==> src/rtl/gate_seq_pkg.sv <==
// Shared types and constants for the basic_gates stimulus/check sequencer:
// state encoding, the fixed vector ROM and the gate truth-table function.
package gate_seq_pkg;

  typedef enum logic [1:0] {
    ST_IDLE,
    ST_DRIVE,
    ST_SAMPLE,
    ST_DONE
  } seq_state_t;

  localparam int NUM_VEC = 14;
  localparam logic [3:0] LAST_VEC = 4'(NUM_VEC - 1);

  // Entry 0 sits in the least significant slot; each entry is {a,b}.
  localparam logic [NUM_VEC-1:0][1:0] VEC_ROM = {
    2'b11, 2'b00, 2'b11, 2'b00,
    2'b10, 2'b01, 2'b10, 2'b01, 2'b10, 2'b01,
    2'b11, 2'b10, 2'b01, 2'b00
  };

  localparam int BIT_AND   = 7;
  localparam int BIT_OR    = 6;
  localparam int BIT_XOR   = 5;
  localparam int BIT_NAND  = 4;
  localparam int BIT_NOR   = 3;
  localparam int BIT_XNOR  = 2;
  localparam int BIT_NOT_A = 1;
  localparam int BIT_NOT_B = 0;

  function automatic logic [7:0] gate_expected(input logic a, input logic b);
    logic [7:0] r;
    r            = '0;
    r[BIT_AND]   = a & b;
    r[BIT_OR]    = a | b;
    r[BIT_XOR]   = a ^ b;
    r[BIT_NAND]  = ~(a & b);
    r[BIT_NOR]   = ~(a | b);
    r[BIT_XNOR]  = ~(a ^ b);
    r[BIT_NOT_A] = ~a;
    r[BIT_NOT_B] = ~b;
    return r;
  endfunction

endpackage

==> src/rtl/gate_vector_sequencer_if.sv <==
// Connection bundle between the sequencer (master) and the gate harness
// (slave): run control, gate stimulus/response and check results.
interface gate_vector_sequencer_if #(
  parameter int ERR_W = 8
);
  logic             start;
  logic             a;
  logic             b;
  logic [7:0]       res;
  logic             busy;
  logic             done;
  logic             sample_valid;
  logic [3:0]       vec_idx;
  logic             mismatch;
  logic [ERR_W-1:0] err_count;
  logic [3:0]       first_fail_idx;

  modport master (
    input  start, res,
    output a, b, busy, done, sample_valid, vec_idx, mismatch, err_count, first_fail_idx
  );

  modport slave (
    output start, res,
    input  a, b, busy, done, sample_valid, vec_idx, mismatch, err_count, first_fail_idx
  );
endinterface

==> src/rtl/gate_vector_sequencer.sv <==
// Walks basic_gates through the 14-entry vector ROM, holding each vector
// HOLD_CYCLES cycles, then checks the eight gate outputs against the truth table.
//
//   state     | meaning
//   ----------+-----------------------------------------------------------
//   ST_IDLE   | after reset; a/b = ROM[0]; waiting for start
//   ST_DRIVE  | vector vec_idx applied, hold counter running
//   ST_SAMPLE | one cycle; sample_valid/mismatch report the vector just held
//   ST_DONE   | run complete; results held until start or rst
module gate_vector_sequencer
  import gate_seq_pkg::*;
#(
  parameter int HOLD_CYCLES = 10,
  parameter int ERR_W       = 8
) (
  input  logic                    clk,
  input  logic                    rst,
  gate_vector_sequencer_if.master bus
);

  localparam logic [7:0]       HOLD_LAST = 8'(HOLD_CYCLES - 1);
  localparam logic [ERR_W-1:0] ERR_MAX   = '1;
  localparam logic [ERR_W-1:0] ERR_ONE   = ERR_W'(1);

  seq_state_t state;
  logic [7:0] hold_cnt;
  logic [3:0] next_idx;
  logic       res_bad;

  assign next_idx = bus.vec_idx + 4'd1;
  // Judged on the last DRIVE cycle so the registered mismatch lands with sample_valid.
  assign res_bad  = (bus.res != gate_expected(bus.a, bus.b));

  always_ff @(posedge clk) begin
    if (rst) begin
      state              <= ST_IDLE;
      hold_cnt           <= 8'd0;
      bus.a              <= 1'b0;
      bus.b              <= 1'b0;
      bus.vec_idx        <= 4'd0;
      bus.busy           <= 1'b0;
      bus.done           <= 1'b0;
      bus.sample_valid   <= 1'b0;
      bus.mismatch       <= 1'b0;
      bus.err_count      <= '0;
      bus.first_fail_idx <= 4'd0;
    end else begin
      bus.sample_valid <= 1'b0;
      bus.mismatch     <= 1'b0;
      case (state)
        ST_IDLE, ST_DONE: begin
          if (bus.start) begin
            state              <= ST_DRIVE;
            {bus.a, bus.b}     <= VEC_ROM[0];
            bus.vec_idx        <= 4'd0;
            hold_cnt           <= 8'd0;
            bus.err_count      <= '0;
            bus.first_fail_idx <= 4'd0;
            bus.busy           <= 1'b1;
            bus.done           <= 1'b0;
          end
        end
        ST_DRIVE: begin
          hold_cnt <= hold_cnt + 8'd1;
          if (hold_cnt == HOLD_LAST) begin
            state            <= ST_SAMPLE;
            bus.sample_valid <= 1'b1;
            bus.mismatch     <= res_bad;
            if (res_bad) begin
              if (bus.err_count != ERR_MAX) bus.err_count <= bus.err_count + ERR_ONE;
              if (bus.err_count == '0) bus.first_fail_idx <= bus.vec_idx;
            end
          end
        end
        ST_SAMPLE: begin
          if (bus.vec_idx == LAST_VEC) begin
            state    <= ST_DONE;
            bus.busy <= 1'b0;
            bus.done <= 1'b1;
          end else begin
            state          <= ST_DRIVE;
            bus.vec_idx    <= next_idx;
            {bus.a, bus.b} <= VEC_ROM[next_idx];
            hold_cnt       <= 8'd0;
          end
        end
        default: state <= ST_IDLE;
      endcase
    end
  end

endmodule

==> src/flat_wrapper.sv <==
// flat-port wrapper written by rule: the top's interface ports become plain ports
module gate_vector_sequencer_flat import gate_seq_pkg::*;
#(
  parameter int HOLD_CYCLES = 10,
  parameter int ERR_W       = 8
)
  (clk, rst, bus_start, bus_res, bus_a, bus_b, bus_busy, bus_done, bus_sample_valid, bus_vec_idx, bus_mismatch, bus_err_count, bus_first_fail_idx);
  gate_vector_sequencer_if #(.ERR_W(ERR_W)) bus_i ();
  input  logic clk;
  input  logic rst;
  input wire logic [$bits(bus_i.start)-1:0] bus_start;
  input wire logic [$bits(bus_i.res)-1:0] bus_res;
  output wire logic [$bits(bus_i.a)-1:0] bus_a;
  output wire logic [$bits(bus_i.b)-1:0] bus_b;
  output wire logic [$bits(bus_i.busy)-1:0] bus_busy;
  output wire logic [$bits(bus_i.done)-1:0] bus_done;
  output wire logic [$bits(bus_i.sample_valid)-1:0] bus_sample_valid;
  output wire logic [$bits(bus_i.vec_idx)-1:0] bus_vec_idx;
  output wire logic [$bits(bus_i.mismatch)-1:0] bus_mismatch;
  output wire logic [$bits(bus_i.err_count)-1:0] bus_err_count;
  output wire logic [$bits(bus_i.first_fail_idx)-1:0] bus_first_fail_idx;
  assign bus_i.start = bus_start;
  assign bus_i.res = bus_res;
  assign bus_a = bus_i.a;
  assign bus_b = bus_i.b;
  assign bus_busy = bus_i.busy;
  assign bus_done = bus_i.done;
  assign bus_sample_valid = bus_i.sample_valid;
  assign bus_vec_idx = bus_i.vec_idx;
  assign bus_mismatch = bus_i.mismatch;
  assign bus_err_count = bus_i.err_count;
  assign bus_first_fail_idx = bus_i.first_fail_idx;
  gate_vector_sequencer #(.HOLD_CYCLES(HOLD_CYCLES), .ERR_W(ERR_W)) u_core (.clk(clk), .rst(rst), .bus(bus_i));
endmodule
==> config.mk <==
export PLATFORM = sky130hd
export DESIGN_NAME = gate_vector_sequencer_flat
export DESIGN_NICKNAME = d
export VERILOG_FILES = /design/src/rtl/gate_seq_pkg.sv /design/src/rtl/gate_vector_sequencer_if.sv /design/src/rtl/gate_vector_sequencer.sv /design/src/flat_wrapper.sv
export SDC_FILE = /design/constraint.sdc
export NUM_CORES = 1
export LEC_CHECK = 0
export ABC_AREA = 1
export BUFFER_PORTS_ARGS = -buffer_cell sky130_fd_sc_hd__buf_2
export CORE_UTILIZATION = 56
export DETAILED_ROUTE_END_ITERATION = 10
export GPL_TIMING_DRIVEN = 1
export HOLD_SLACK_MARGIN = 0.02
export PLACE_DENSITY = 0.82
export SLEW_MARGIN = 10
export SYNTH_ARGS = -nofsm -noshare
export SYNTH_HDL_FRONTEND = slang
export SYNTH_SLANG_ARGS = --single-unit
==> constraint.sdc <==
create_clock -name clk -period 2.3 [get_ports clk]
set_input_delay 0.23 -clock clk [delete_from_list [all_inputs] [get_ports clk]]
set_output_delay 0.23 -clock clk [all_outputs]
set_load 0.01 [all_outputs]
==> impl_summary.log, run 1 <==
INFO  metric synth.yosys.seq_area_share = 0.3259
INFO  metric synthesis.instances = 285
INFO  metric critical_path.startpoint_type = flop
INFO  metric cts_post_setup_buffers_inserted = 0
INFO  metric rows = 21
INFO  metric outcome = finished, final reports clean
INFO  metric pwr-share-seq = 0.414
INFO  metric ir_drop = 0.5660 mV
INFO  metric design_power_total = 1.652 mW
INFO  metric crit_type = flop to flop
INFO  metric synth-seq-cells = 32
INFO  metric synth.avg_cell_area = 6.897 sq um
INFO  metric area.growth.synth_to_final = 13.75%
INFO  metric worst-endpoint-required = 2.58 ns
INFO  metric hold_path.class = input pin to flop
INFO  metric grt_remaining_overflow = 0
INFO  metric clkSinkCount = 32
INFO  metric clock_tree_from_tritoncts = yes
INFO  metric routabilityCongestion = 0.8572
INFO  metric crit_fanout = 8
INFO  metric power.leakage = 1.101 nW
INFO  metric drt_iter0_markers = 119
INFO  metric syn_nets = 307
INFO  metric cts_h_tree_depth = 2
INFO  metric numCtsBuffers = 5
INFO  metric final_min_period_over_clock_period = 0.7868
INFO  metric power.internal = 990.0 uW
INFO  metric dpl_worst_slack = 0.4902 ns
INFO  metric routed_length_per_placed_instance = 10.63 um
INFO  metric count_of_filler_cells_inserted_in_the_layout = 302
INFO  metric pwr-share-comb = 0.379
INFO  metric antenna_found_initial = 0
INFO  metric critical_path_arrival = 2.09 ns
INFO  metric grt_first_pass_wirelength = 6403 um
INFO  metric final_antenna_net_count = 0
INFO  metric max-cap-violations = 0
INFO  metric worstSetupEndpointType = flop
INFO  metric grt_start_max_net_pins = 16
INFO  metric timing.final.crit_period = 1.810 ns
INFO  metric clock_power_share = 0.207
INFO  metric detail_route.vias_per_cell = 5.030
INFO  metric clk-insertion-delay-late = 0.34 ns
INFO  metric post_dp_cell_area = 2175 sq um
INFO  metric first_global_vias = 1548
INFO  metric clock_tree.buffer_depth = 2
INFO  metric synthesis.yosys.warnings = 0
INFO  metric synthTopCellsByArea = dfxtp_1 33%, nand2_1 13%, inv_1 9.4%
INFO  metric detail_route.wirelength = 3923 um
INFO  metric dp_hpwl = 2976 um
INFO  metric setup_slack = 0.4903 ns
INFO  metric syn-cell-area = 1966 sq um
INFO  metric powerDensity = 738.8 nW/um^2
INFO  metric clkTransAtPathRegs = 0.11 ns
INFO  metric count_of_instances_resized_after_the_clock_tree_is_built = 0
INFO  metric floorplan.io_pins = 33
INFO  metric die_w = 61.25 um
INFO  metric rsz_0062_raised_after_global_routing = no
INFO  metric synth_area_leader_cell = dfxtp_1
INFO  metric worst_slew_pin_slew = 0.4224 ns
INFO  metric fp.dieArea = 3751 sq um
INFO  metric netlist-cell-type-count = 32
INFO  metric finalHoldViolCount = 0
INFO  metric final-max-slew-violation-count = 0
INFO  metric io_buffer_count = 32
INFO  metric globalRouteTotalUtil = 0.2371
INFO  metric die-height = 61.25 um
INFO  metric achievable-frequency = 552.6 MHz
INFO  metric finalSetupViolations = 0
INFO  metric core = 3337 sq um
INFO  metric finish.instance_area = 2236 sq um
INFO  metric n_antenna_cell = 0
INFO  metric sw_frac_of_total = 0.4007
INFO  metric drc_violations = 0
INFO  metric synth_top_area_frac = 0.3259
INFO  metric max_slew_margin_vs_limit = 0.7184
INFO  metric finalSetupTns = 0 ns
INFO  metric ctsRootBufferMaster = clkbuf_4
INFO  metric nNetsFinal = 344
INFO  metric fin_worst_skew = 0.01105 ns
INFO  metric drive_gt1_frac = 0.1950
INFO  metric initial_standard_cell_utilization_of_the_core = 0.5891
INFO  metric dr_total_vias = 1856
INFO  metric drt_first_pass_iters = 4
INFO  metric cts_hold_buf = 0
INFO  metric switchingPower = 662.0 uW
INFO  metric utilization = 0.6700
==> registers in the layout (all words and copies together), names as in the netlist <==
signal / cells
u_core.bus.err_count: 8
u_core.hold_cnt: 8
u_core.bus.first_fail_idx: 4
u_core.bus.vec_idx: 4
u_core.state: 2
u_core.bus.a: 1
u_core.bus.b: 1
u_core.bus.busy: 1
u_core.bus.done: 1
u_core.bus.mismatch: 1
u_core.bus.sample_valid: 1
==> cell usage in the layout, fill, tap and decap left out, types with 3 or more instances in the layout <==
cell type	netlist	final
nand4_1	8	8
xor2_1	3	3
o21ai_0	11	11
nand2_2	3	3
inv_1	49	49
buf_2	1	32
nor2_2	3	3
dfxtp_1	32	32
xnor2_1	4	4
a21oi_1	19	19
nand3_4	3	3
nand3_1	13	13
a21oi_2	5	5
ha_1	11	11
nand2_1	69	69
clkbuf_4	0	5
nor2_1	29	29
==> power groups by stage <==
stage	clock network, mW	registers, mW	logic (mW)
after floorplan	0	0.711	0.456
after global placement	0	0.694	0.615
after detailed placement	0	0.698	0.624
after CTS	0.357	0.685	0.628
after global routing	0.388	0.695	0.720
final	0.342	0.684	0.626
==> through the flow <==
step | hold slack [ns] | cells
4_1_cts | 0.2409 | 369
3_5_place_dp | 0.4490 | 361
3_3_place_gp | 0.4441 | 361
6_report | 0.2593 | 369
5_1_grt | 0.2453 | 369
2_1_floorplan | 0.3085 | 285
==> path summary, 6_finish.rpt <==
kind / start / to / slack (ns) / cells past startpoint
worst max-delay path: u_core.bus.b$_SDFFE_PP0P_ / u_core.bus.first_fail_idx[1]$_SDFFE_PP0P_ / 0.49 / 9
worst min-delay path: rst / u_core.bus.err_count[5]$_SDFFE_PP0P_ / 0.26 / 2
worst max register to register: u_core.bus.b$_SDFFE_PP0P_ / u_core.bus.first_fail_idx[1]$_SDFFE_PP0P_ / 0.49 / 9
worst min register to register: u_core.hold_cnt[7]$_SDFFE_PP0P_ / u_core.hold_cnt[7]$_SDFFE_PP0P_ / 0.47 / 1
==> cell usage after synthesis <==
master	number
ha_1	11
a21oi_1	19
nor2_2	3
a211oi_1	2
buf_2	1
nand3_2	1
nor3_2	1
nand4_1	8
inv_1	49
nor2_8	1
o21ai_2	2
and2_1	1
nor3_1	1
or2_2	2
o21ai_1	2
o211ai_1	2
dfxtp_1	32
nor4_1	1
o21ai_0	11
nor3b_1	2
nand3b_1	1
nand2_2	3
nand3_4	3
nand4_2	1
a21oi_2	5
xnor2_1	4
nand3_1	13
nand2_1	69
xor2_1	3
inv_2	1
nor2_1	29
clkbuf_1	1
==> kinds of logic (layout without fill, tap and decap cells) <==
| group | after synthesis | count (layout) | synth area share |
|---|---|---|---|
| xor+xnor | 7 | 7 | 0.03119 |
| buf+inv | 52 | 90 | 0.09993 |
| simple gates | 140 | 140 | 0.3450 |
| flops | 32 | 32 | 0.3259 |
| compound gates | 43 | 43 | 0.1279 |
| fa+ha+maj | 11 | 11 | 0.07002 |
==> critical path: stages (launching register included) <==
cell,delay [ns]
dfxtp_1,0.39
inv_1,0.08
ha_1,0.33
xnor2_1,0.20
nand2_1,0.07
nor2_1,0.16
nand3_4,0.16
nand3_4,0.12
nand2_2,0.10
a21oi_2,0.13
==> per-layer routing <==
layer	vias to the layer above	track usage	wire, um
met4	0	0.1039	81
met1	829	0.2815	1866
met3	8	0.06933	151
met2	37	0.3975	1823
li1	982	-	-
met5	-	0	0
==> layout make-up <==
cell class                 instances  area [sq um]  area share
timing repair buffer              32         160.2     0.07163
clock buffer                       6         51.30     0.02294
tap                               46         57.56     0.02574
clock inverter                     2         10.01    0.004477
multi-input combinational        201          1129      0.5048
inverter                          50         187.7     0.08394
sequential                        32         640.6      0.2865
No activity file was read; power rests on OpenSTA's default activity.
==> inputs of run 2 (changes only) <==
- ABC_AREA: 1 -> 0
- CORE_UTILIZATION: 56 -> 50
- PLACE_DENSITY: 0.82 -> 0.78
- clock period: 2.3 -> 1.5 ns (I/O delays scaled with it)
==> impl_summary.log, run 2 <==
INFO  metric n_antenna_cell = 0 (unchanged)
INFO  metric ir_drop = 0.5505 mV (was 0.5660 mV)
INFO  metric powerDensity = 693.7 nW/um^2 (was 738.8 nW/um^2)
INFO  metric core = 3689 sq um (was 3337 sq um)
INFO  metric synth.yosys.seq_area_share = 0.3307 (was 0.3259)
INFO  metric top_regs = u_core.bus.err_count (8), u_core.hold_cnt (8) (unchanged)
INFO  metric crit_type = flop to flop (unchanged)
INFO  metric worstSetupEndpointType = flop (unchanged)
INFO  metric synth-seq-cells = 32 (unchanged)
INFO  metric drt_first_pass_iters = 4 (unchanged)
INFO  metric cts_hold_buf = 0 (unchanged)
INFO  metric drc_violations = 0 (unchanged)
INFO  metric synthTopCellsByArea = dfxtp_1 33%, ha_1 7.1%, nor2_1 4.3% (was dfxtp_1 33%, nand2_1 13%, inv_1 9.4%)
INFO  metric syn-cell-area = 1937 sq um (was 1966 sq um)
INFO  metric crit_fanout = 5 (was 8)
INFO  metric post-synth-top-count-cell = dfxtp_1 (was nand2_1)
INFO  metric antenna_found_initial = 0 (unchanged)
INFO  metric routabilityCongestion = 0.8667 (was 0.8572)
INFO  metric sum_of_buffers_and_inverters_on_the_critical_path = 1 (unchanged)
INFO  metric dominantRegCellSynth = dfxtp_1 (unchanged)
INFO  metric dp_hpwl = 3857 um (was 2976 um)
INFO  metric detail_route.vias_per_cell = 5.739 (was 5.030)
INFO  metric globalRouteTotalUtil = 0.2804 (was 0.2371)
INFO  metric failing_checks = setup timing
INFO  metric final_cell_mix = 51 x buf_4, 32 x buf_2, 23 x dfxtp_1, 19 x nor2_1, 15 x nand2_1 (was 69 x nand2_1, 49 x inv_1, 32 x buf_2, 32 x dfxtp_1, 29 x nor2_1)
INFO  metric critical_path.cell_chain = inv_4 > ha_4 > and3b_1 > o22ai_4 > nor2_4 > nor3_4 > mux2i_1 (was inv_1 > ha_1 > xnor2_1 > nand2_1 > nor2_1 > nand3_4 > nand3_4 > nand2_2 > a21oi_2)
INFO  metric io_buffer_count = 32 (unchanged)
INFO  metric clk-insertion-delay-late = 0.30 ns (was 0.34 ns)
INFO  metric finish.instance_area = 3020 sq um (was 2236 sq um)
INFO  metric ctsRootBufferMaster = clkbuf_8 (was clkbuf_4)
INFO  metric area.growth.synth_to_final = 55.94% (was 13.75%)
INFO  metric clock_tree.buffer_depth = 2 (unchanged)
INFO  metric initial_standard_cell_utilization_of_the_core = 0.5251 (was 0.5891)
INFO  metric syn_nets = 255 (was 307)
INFO  metric finalHoldViolCount = 0 (unchanged)
INFO  metric final_min_period_over_clock_period = 1.166 (was 0.7868)
INFO  metric power.leakage = 1.274 nW (was 1.101 nW)
INFO  metric routed_length_per_placed_instance = 16.21 um (was 10.63 um)
INFO  metric grt_start_max_net_pins = 13 (was 16)
INFO  metric dp_cells = 356 (was 361)
INFO  metric die_w = 64.24 um (was 61.25 um)
INFO  metric nNetsFinal = 345 (was 344)
INFO  metric numCtsBuffers = 5 (unchanged)
INFO  metric fin_worst_skew = 0.009163 ns (was 0.01105 ns)
INFO  metric die-height = 64.24 um (was 61.25 um)
INFO  metric dpl_worst_slack = -0.2592 ns (was 0.4902 ns)
INFO  metric netlist-cell-type-count = 53 (was 32)
INFO  metric clock_tree_from_tritoncts = yes (unchanged)
INFO  metric synth_area_leader_cell = dfxtp_1 (unchanged)
INFO  metric synth.avg_cell_area = 8.313 sq um (was 6.897 sq um)
INFO  metric synth_enable_flop_cells = 0 (unchanged)
INFO  metric drt_iter0_markers = 133 (was 119)
INFO  metric rows = 22 (was 21)
INFO  metric fp.dieArea = 4127 sq um (was 3751 sq um)
INFO  metric post_dp_cell_area = 2608 sq um (was 2175 sq um)
INFO  metric timing.critical_path.max_delay_family = simple AND/OR/NAND/NOR gates (unchanged)
INFO  metric dr_total_vias = 2135 (was 1856)
INFO  metric outcome = complete, but fails checks (was finished, final reports clean)
INFO  metric max-cap-violations = 0 (unchanged)
INFO  metric synthesis.yosys.warnings = 0 (unchanged)
INFO  metric setup_slack = -0.2494 ns (was 0.4903 ns)
INFO  metric critical_path.startpoint_type = flop (unchanged)
INFO  metric worst_path_largest_cell_delay = 0.37 ns (was 0.39 ns)
INFO  metric final_antenna_net_count = 0 (unchanged)
INFO  metric critical_path_arrival = 1.97 ns (was 2.09 ns)
INFO  metric synth_async_sr_flop_share = 0 (unchanged)
INFO  metric synth_top_area_frac = 0.3307 (was 0.3259)
INFO  metric timing.final.crit_period = 1.749 ns (was 1.810 ns)
INFO  metric crit_path_top_delay_cell = dfxtp_4 (was dfxtp_1)
INFO  metric clkSinkCount = 32 (unchanged)
INFO  metric whs = 0.2658 ns (was 0.2593 ns)
INFO  metric worst-endpoint-required = 1.72 ns (was 2.58 ns)
INFO  metric grt_first_pass_wirelength = 8942 um (was 6403 um)
INFO  metric layout_commonest_cell = buf_4 (was nand2_1)
INFO  metric worst_slew_pin_slew = 0.3472 ns (was 0.4224 ns)
INFO  metric achievable-frequency = 571.6 MHz (was 552.6 MHz)
INFO  metric grt_remaining_overflow = 0 (unchanged)
INFO  metric detail_route.wirelength = 6031 um (was 3923 um)
INFO  metric final_cell_count_no_fill = 372 (was 369)
INFO  metric floorplan.io_pins = 33 (unchanged)
INFO  metric finalSetupViolations = 24 (was 0)
INFO  metric drive_gt1_frac = 0.5154 (was 0.1950)
INFO  metric hold_path.class = input pin to flop (unchanged)
INFO  metric synthesis.instances = 233 (was 285)
INFO  metric clkTransAtPathRegs = 0.07 ns (was 0.11 ns)
INFO  metric final-max-slew-violation-count = 0 (unchanged)
INFO  metric max_slew_margin_vs_limit = 0.7667 (was 0.7184)
INFO  metric post_synth_most_frequent_cells = 32 x dfxtp_1, 22 x nor2_1, 18 x nand2_1, 15 x nand3_1 (was 69 x nand2_1, 49 x inv_1, 32 x dfxtp_1, 29 x nor2_1, 19 x a21oi_1)
INFO  metric cts_h_tree_depth = 2 (unchanged)
INFO  metric rsz_0062_raised_after_global_routing = yes (was no)
INFO  metric first_global_vias = 1952 (was 1548)
## run 2: layout make-up
type | count | area [sq um]
fillers | 221 | 668.1
clock buffers | 7 | 76.32
repair buffers | 91 | 633.1
multi-input cells | 179 | 1526
well taps | 48 | 60.06
inverters | 14 | 55.05
clock inverters | 1 | 5.005
flip-flops and latches | 32 | 664.4
## run 2: power breakdown
group	leakage, nW	internal, mW	total (mW)	switching (mW)
Sequential	0.264	0.871	0.895	0.0243
Clock	0.0422	0.325	0.654	0.329
Combinational	0.967	0.281	0.546	0.266
Total	1.27	1.48	2.10	0.618
## run 2: worst paths after layout
path,start,endpoint,slack (ns),depth (start not counted)
setup / recovery,u_core.bus.a$_SDFFE_PP0P_,u_core.bus.first_fail_idx[3]$_SDFFE_PP0P_,-0.25,7
hold / removal,rst,u_core.bus.b$_SDFFE_PP0P_,0.27,3
hold reg to reg,u_core.bus.first_fail_idx[2]$_SDFFE_PP0P_,u_core.bus.first_fail_idx[2]$_SDFFE_PP0P_,0.48,2
setup reg to reg,u_core.bus.a$_SDFFE_PP0P_,u_core.bus.first_fail_idx[3]$_SDFFE_PP0P_,-0.25,7
## run 2: logic make-up (layout without fill, tap and decap cells)
| group | Yosys count | in the layout | synth area share |
|---|---|---|---|
| and+or+nand+nor | 95 | 96 | 0.2810 |
| AOI/OAI and AO/OA | 56 | 56 | 0.1912 |
| DFF | 32 | 32 | 0.3307 |
| buffers and inverters | 23 | 113 | 0.05038 |
| adders and majority gates | 11 | 11 | 0.07106 |
| xor gates and xnor gates | 11 | 11 | 0.04975 |
| muxes | 5 | 5 | 0.02584 |
## run 2: metal layers
metal	track usage	share of wire
met1	0.3498	0.42
met2	0.4803	0.50
met4	0.1000	0.033
met3	0.04821	0.045
met5	0	0
## run 2: repair_timing
| item | 4_1_cts | 5_1_grt |
|---|---|---|
| endpoints found under the setup margin | 24 | 29 |
| gates resized for setup | 18 | 45 |
| buffers inserted | 2 | 5 |
| cloned | 0 | 1 |
| pin swaps | 9 | 26 |
## run 2: worst reg2reg max path, cell delays in order (launching register included)
cell	delay, ns
dfxtp_4	0.37
inv_4	0.04
ha_4	0.24
and3b_1	0.19
o22ai_4	0.21
nor2_4	0.11
nor3_4	0.26
mux2i_1	0.26
## run 2: metrics by stage
step                      setup TNS [ns]  utilization  power, mW
final                             -3.012       0.8189      2.095
after global routing              -4.543       0.8189      2.176
after CTS                         -2.482       0.7561      2.029
after detailed placement          -2.745       0.7069      1.332
after global placement            -1.304       0.7069      1.323
after floorplan                  -0.6717            -      1.151
==> inputs of run 3 (changes only) <==
- BUFFER_PORTS_ARGS: -buffer_cell sky130_fd_sc_hd__buf_2 -> -buffer_cell sky130_fd_sc_hd__clkbuf_2
- CTS_BUF_LIST: default -> sky130_fd_sc_hd__clkbuf_4 sky130_fd_sc_hd__clkbuf_8 sky130_fd_sc_hd__clkbuf_16
==> impl_summary.log, run 3 (same netlist as run 2, synthesis figures left out) <==
INFO  metric outcome = complete, but fails checks (unchanged)
INFO  metric failing_checks = setup timing (unchanged)
INFO  metric layout.area.seq = 660.6 sq um (was 664.4 sq um)
INFO  metric crit_fanout = 4 (was 5)
INFO  metric layout_commonest_cell = buf_4 (unchanged)
INFO  metric fin_worst_skew = 0.008984 ns (was 0.009163 ns)
INFO  metric die-height = 64.24 um (unchanged)
INFO  metric clk-insertion-delay-late = 0.30 ns (about the same)
INFO  metric numCtsBuffers = 5 (unchanged)
INFO  metric worst_slew_pin_slew = 0.3208 ns (was 0.3472 ns)
INFO  metric final_antenna_net_count = 0 (unchanged)
INFO  metric timing.final.crit_period = 1.735 ns (was 1.749 ns)
INFO  metric whs = 0.2637 ns (was 0.2658 ns)
INFO  metric finalSetupViolations = 22 (was 24)
INFO  metric rows = 22 (unchanged)
INFO  metric rsz_0062_raised_after_global_routing = yes (unchanged)
INFO  metric dpl_worst_slack = -0.1875 ns (was -0.2592 ns)
INFO  metric max-cap-violations = 0 (unchanged)
INFO  metric critical_path.startpoint_type = flop (unchanged)
INFO  metric io_buffer_count = 32 (unchanged)
INFO  metric drc_violations = 0 (unchanged)
INFO  metric clkSinkCount = 32 (unchanged)
INFO  metric fp.dieArea = 4127 sq um (unchanged)
INFO  metric finish.instance_area = 3084 sq um (was 3020 sq um)
INFO  metric hold_path.class = input pin to flop (unchanged)
INFO  metric grt_remaining_overflow = 0 (unchanged)
INFO  metric routabilityCongestion = 0.8404 (was 0.8667)
INFO  metric start_point_of_the_worst_min_delay_path = rst (unchanged)
INFO  metric setup_slack = -0.2348 ns (was -0.2494 ns)
INFO  metric post_dp_cell_area = 2608 sq um (unchanged)
INFO  metric final_min_period_over_clock_period = 1.157 (was 1.166)
INFO  metric min_path_cells = 3 (unchanged)
INFO  metric rr_endpoint = u_core.bus.err_count[5]$_SDFFE_PP0P_ (was u_core.bus.first_fail_idx[3]$_SDFFE_PP0P_)
INFO  metric holdPathEnd = u_core.state[0]$_SDFFE_PP0P_ (was u_core.bus.b$_SDFFE_PP0P_)
INFO  metric final-max-slew-violation-count = 0 (unchanged)
INFO  metric initial_standard_cell_utilization_of_the_core = 0.5251 (unchanged)
INFO  metric dp_cells = 356 (unchanged)
INFO  metric clock_tree_from_tritoncts = yes (unchanged)
INFO  metric first_global_vias = 2018 (was 1952)
INFO  metric top_regs = u_core.bus.err_count (8), u_core.hold_cnt (8) (unchanged)
INFO  metric worstSetupEndpointType = flop (unchanged)
INFO  metric worst-r2r-setup-slack = -0.23 ns (was -0.25 ns)
INFO  metric core = 3689 sq um (unchanged)
INFO  metric area.growth.synth_to_final = 59.24% (was 55.94%)
INFO  metric achievable-frequency = 576.4 MHz (was 571.6 MHz)
INFO  metric power.leakage = 1.305 nW (was 1.274 nW)
INFO  metric finalHoldViolCount = 0 (unchanged)
INFO  metric final_cell_count_no_fill = 377 (was 372)
INFO  metric worst-endpoint-required = 1.74 ns (was 1.72 ns)
INFO  metric die_w = 64.24 um (unchanged)
INFO  metric routed_length_per_placed_instance = 16.49 um (was 16.21 um)
INFO  metric drt_first_pass_iters = 4 (unchanged)
INFO  metric max_slew_margin_vs_limit = 0.7851 (was 0.7667)
INFO  metric nNetsFinal = 350 (was 345)
INFO  metric cts_hold_buf = 0 (unchanged)
INFO  metric cts_h_tree_depth = 2 (unchanged)
INFO  metric antenna_found_initial = 0 (unchanged)
INFO  metric grt_start_max_net_pins = 13 (unchanged)
INFO  metric dp_hpwl = 3684 um (was 3857 um)
INFO  metric dr_total_vias = 2132 (was 2135)
INFO  metric globalRouteTotalUtil = 0.2790 (was 0.2804)
INFO  metric crit_type = flop to flop (unchanged)
INFO  metric critical_path_arrival = 1.98 ns (was 1.97 ns)
INFO  metric detail_route.vias_per_cell = 5.655 (was 5.739)
INFO  metric ir_drop = 0.4811 mV (was 0.5505 mV)
INFO  metric drive_gt1_frac = 0.5441 (was 0.5154)
INFO  metric ctsRootBufferMaster = clkbuf_8 (unchanged)
INFO  metric worst_r2r_startpoint = u_core.hold_cnt[1]$_SDFFE_PP0P_ (was u_core.bus.a$_SDFFE_PP0P_)
INFO  metric n_antenna_cell = 0 (unchanged)
INFO  metric design_power_total = 2.134 mW (was 2.095 mW)
INFO  metric grt_first_pass_wirelength = 8970 um (was 8942 um)
INFO  metric area_occupied_by_multi_input_gates = 1543 sq um (was 1526 sq um)
INFO  metric clkTransAtPathRegs = 0.07 ns (about the same)
INFO  metric count_of_filler_cells_inserted_in_the_layout = 202 (was 221)
INFO  metric drt_iter0_markers = 175 (was 133)
INFO  metric floorplan.io_pins = 33 (unchanged)
INFO  metric worstRegToRegCells = 7 (unchanged)
INFO  metric powerDensity = 692.1 nW/um^2 (was 693.7 nW/um^2)
INFO  metric clock_tree.buffer_depth = 2 (unchanged)
INFO  metric final_cell_mix = 55 x buf_4, 32 x clkbuf_2, 24 x dfxtp_1, 17 x nor2_1, 16 x nand2_1 (was 51 x buf_4, 32 x buf_2, 23 x dfxtp_1, 19 x nor2_1, 15 x nand2_1)
INFO  metric detail_route.wirelength = 6217 um (was 6031 um)
[run 3: changes by cell type in the layout (fill, tap and decap cells not counted), moves of 3 or more]
cell,previous run,this run
buf_2,32,0
clkbuf_2,0,32
a21oi_2,4,7
buf_4,51,55
[run 3: stage by stage]
stage / TNS [ns] / utilization
detailed placement: -2.125 / 0.7069
finish: -2.838 / 0.8362
global placement: -1.267 / 0.7069
CTS: -1.855 / 0.7707
floorplan: -0.6717 / -
global route: -4.554 / 0.8362
[run 3: worst max-delay path, cell delays in order (launching register included)]
cell and delay [ns]:
dfxtp_1 0.32, inv_1 0.06, ha_1 0.16, and4bb_2 0.32
nand3_4 0.10, or2_4 0.26, nor4_1 0.29, o22a_1 0.19
[run 3: area by class of cell]
class	instances	area share
clock inverter	1	0.001623
timing repair buffer	96	0.2187
inverter	14	0.01866
multi-input combinational	179	0.5002
sequential	32	0.2142
tap	48	0.01947
clock buffer	7	0.02718
[run 3: per-layer routing]
layer | vias up | GRT usage | share of wire
li1 | 1027 | - | -
met1 | 1021 | 0.3399 | 0.42
met4 | 0 | 0.09444 | 0.017
met3 | 12 | 0.08036 | 0.051
met2 | 72 | 0.4658 | 0.51
met5 | - | 0 | 0
[run 3: worst max path at each step]
stage,start,slack [ns],to,depth (start not counted)
floorplan,u_core.bus.a$_SDFFE_PP0P_,-0.13,u_core.bus.err_count[4]$_SDFFE_PP0P_,8
global route,u_core.hold_cnt[1]$_SDFFE_PP0P_,-0.33,u_core.bus.err_count[5]$_SDFFE_PP0P_,7
detailed placement,u_core.bus.a$_SDFFE_PP0P_,-0.19,u_core.bus.err_count[4]$_SDFFE_PP0P_,7
finish,u_core.hold_cnt[1]$_SDFFE_PP0P_,-0.23,u_core.bus.err_count[5]$_SDFFE_PP0P_,7
global placement,u_core.bus.a$_SDFFE_PP0P_,-0.13,u_core.bus.err_count[5]$_SDFFE_PP0P_,7
CTS,u_core.bus.b$_SDFFE_PP0P_,-0.18,u_core.bus.first_fail_idx[3]$_SDFFE_PP0P_,7
[run 3: power breakdown]
| part | leakage [nW] | internal [mW] | switching (mW) |
|---|---|---|---|
| Combinational | 0.993 | 0.266 | 0.268 |
| Clock | 0.0491 | 0.362 | 0.347 |
| Sequential | 0.264 | 0.871 | 0.0197 |
| Total | 1.31 | 1.50 | 0.635 |
[run 3: repair_timing]
item / 4_1_cts / 5_1_grt
cloned: 1 / 0
endpoints found under the setup margin: 24 / 26
pin swaps: 13 / 34
setup buffers: 3 / 9
resized for setup: 25 / 40
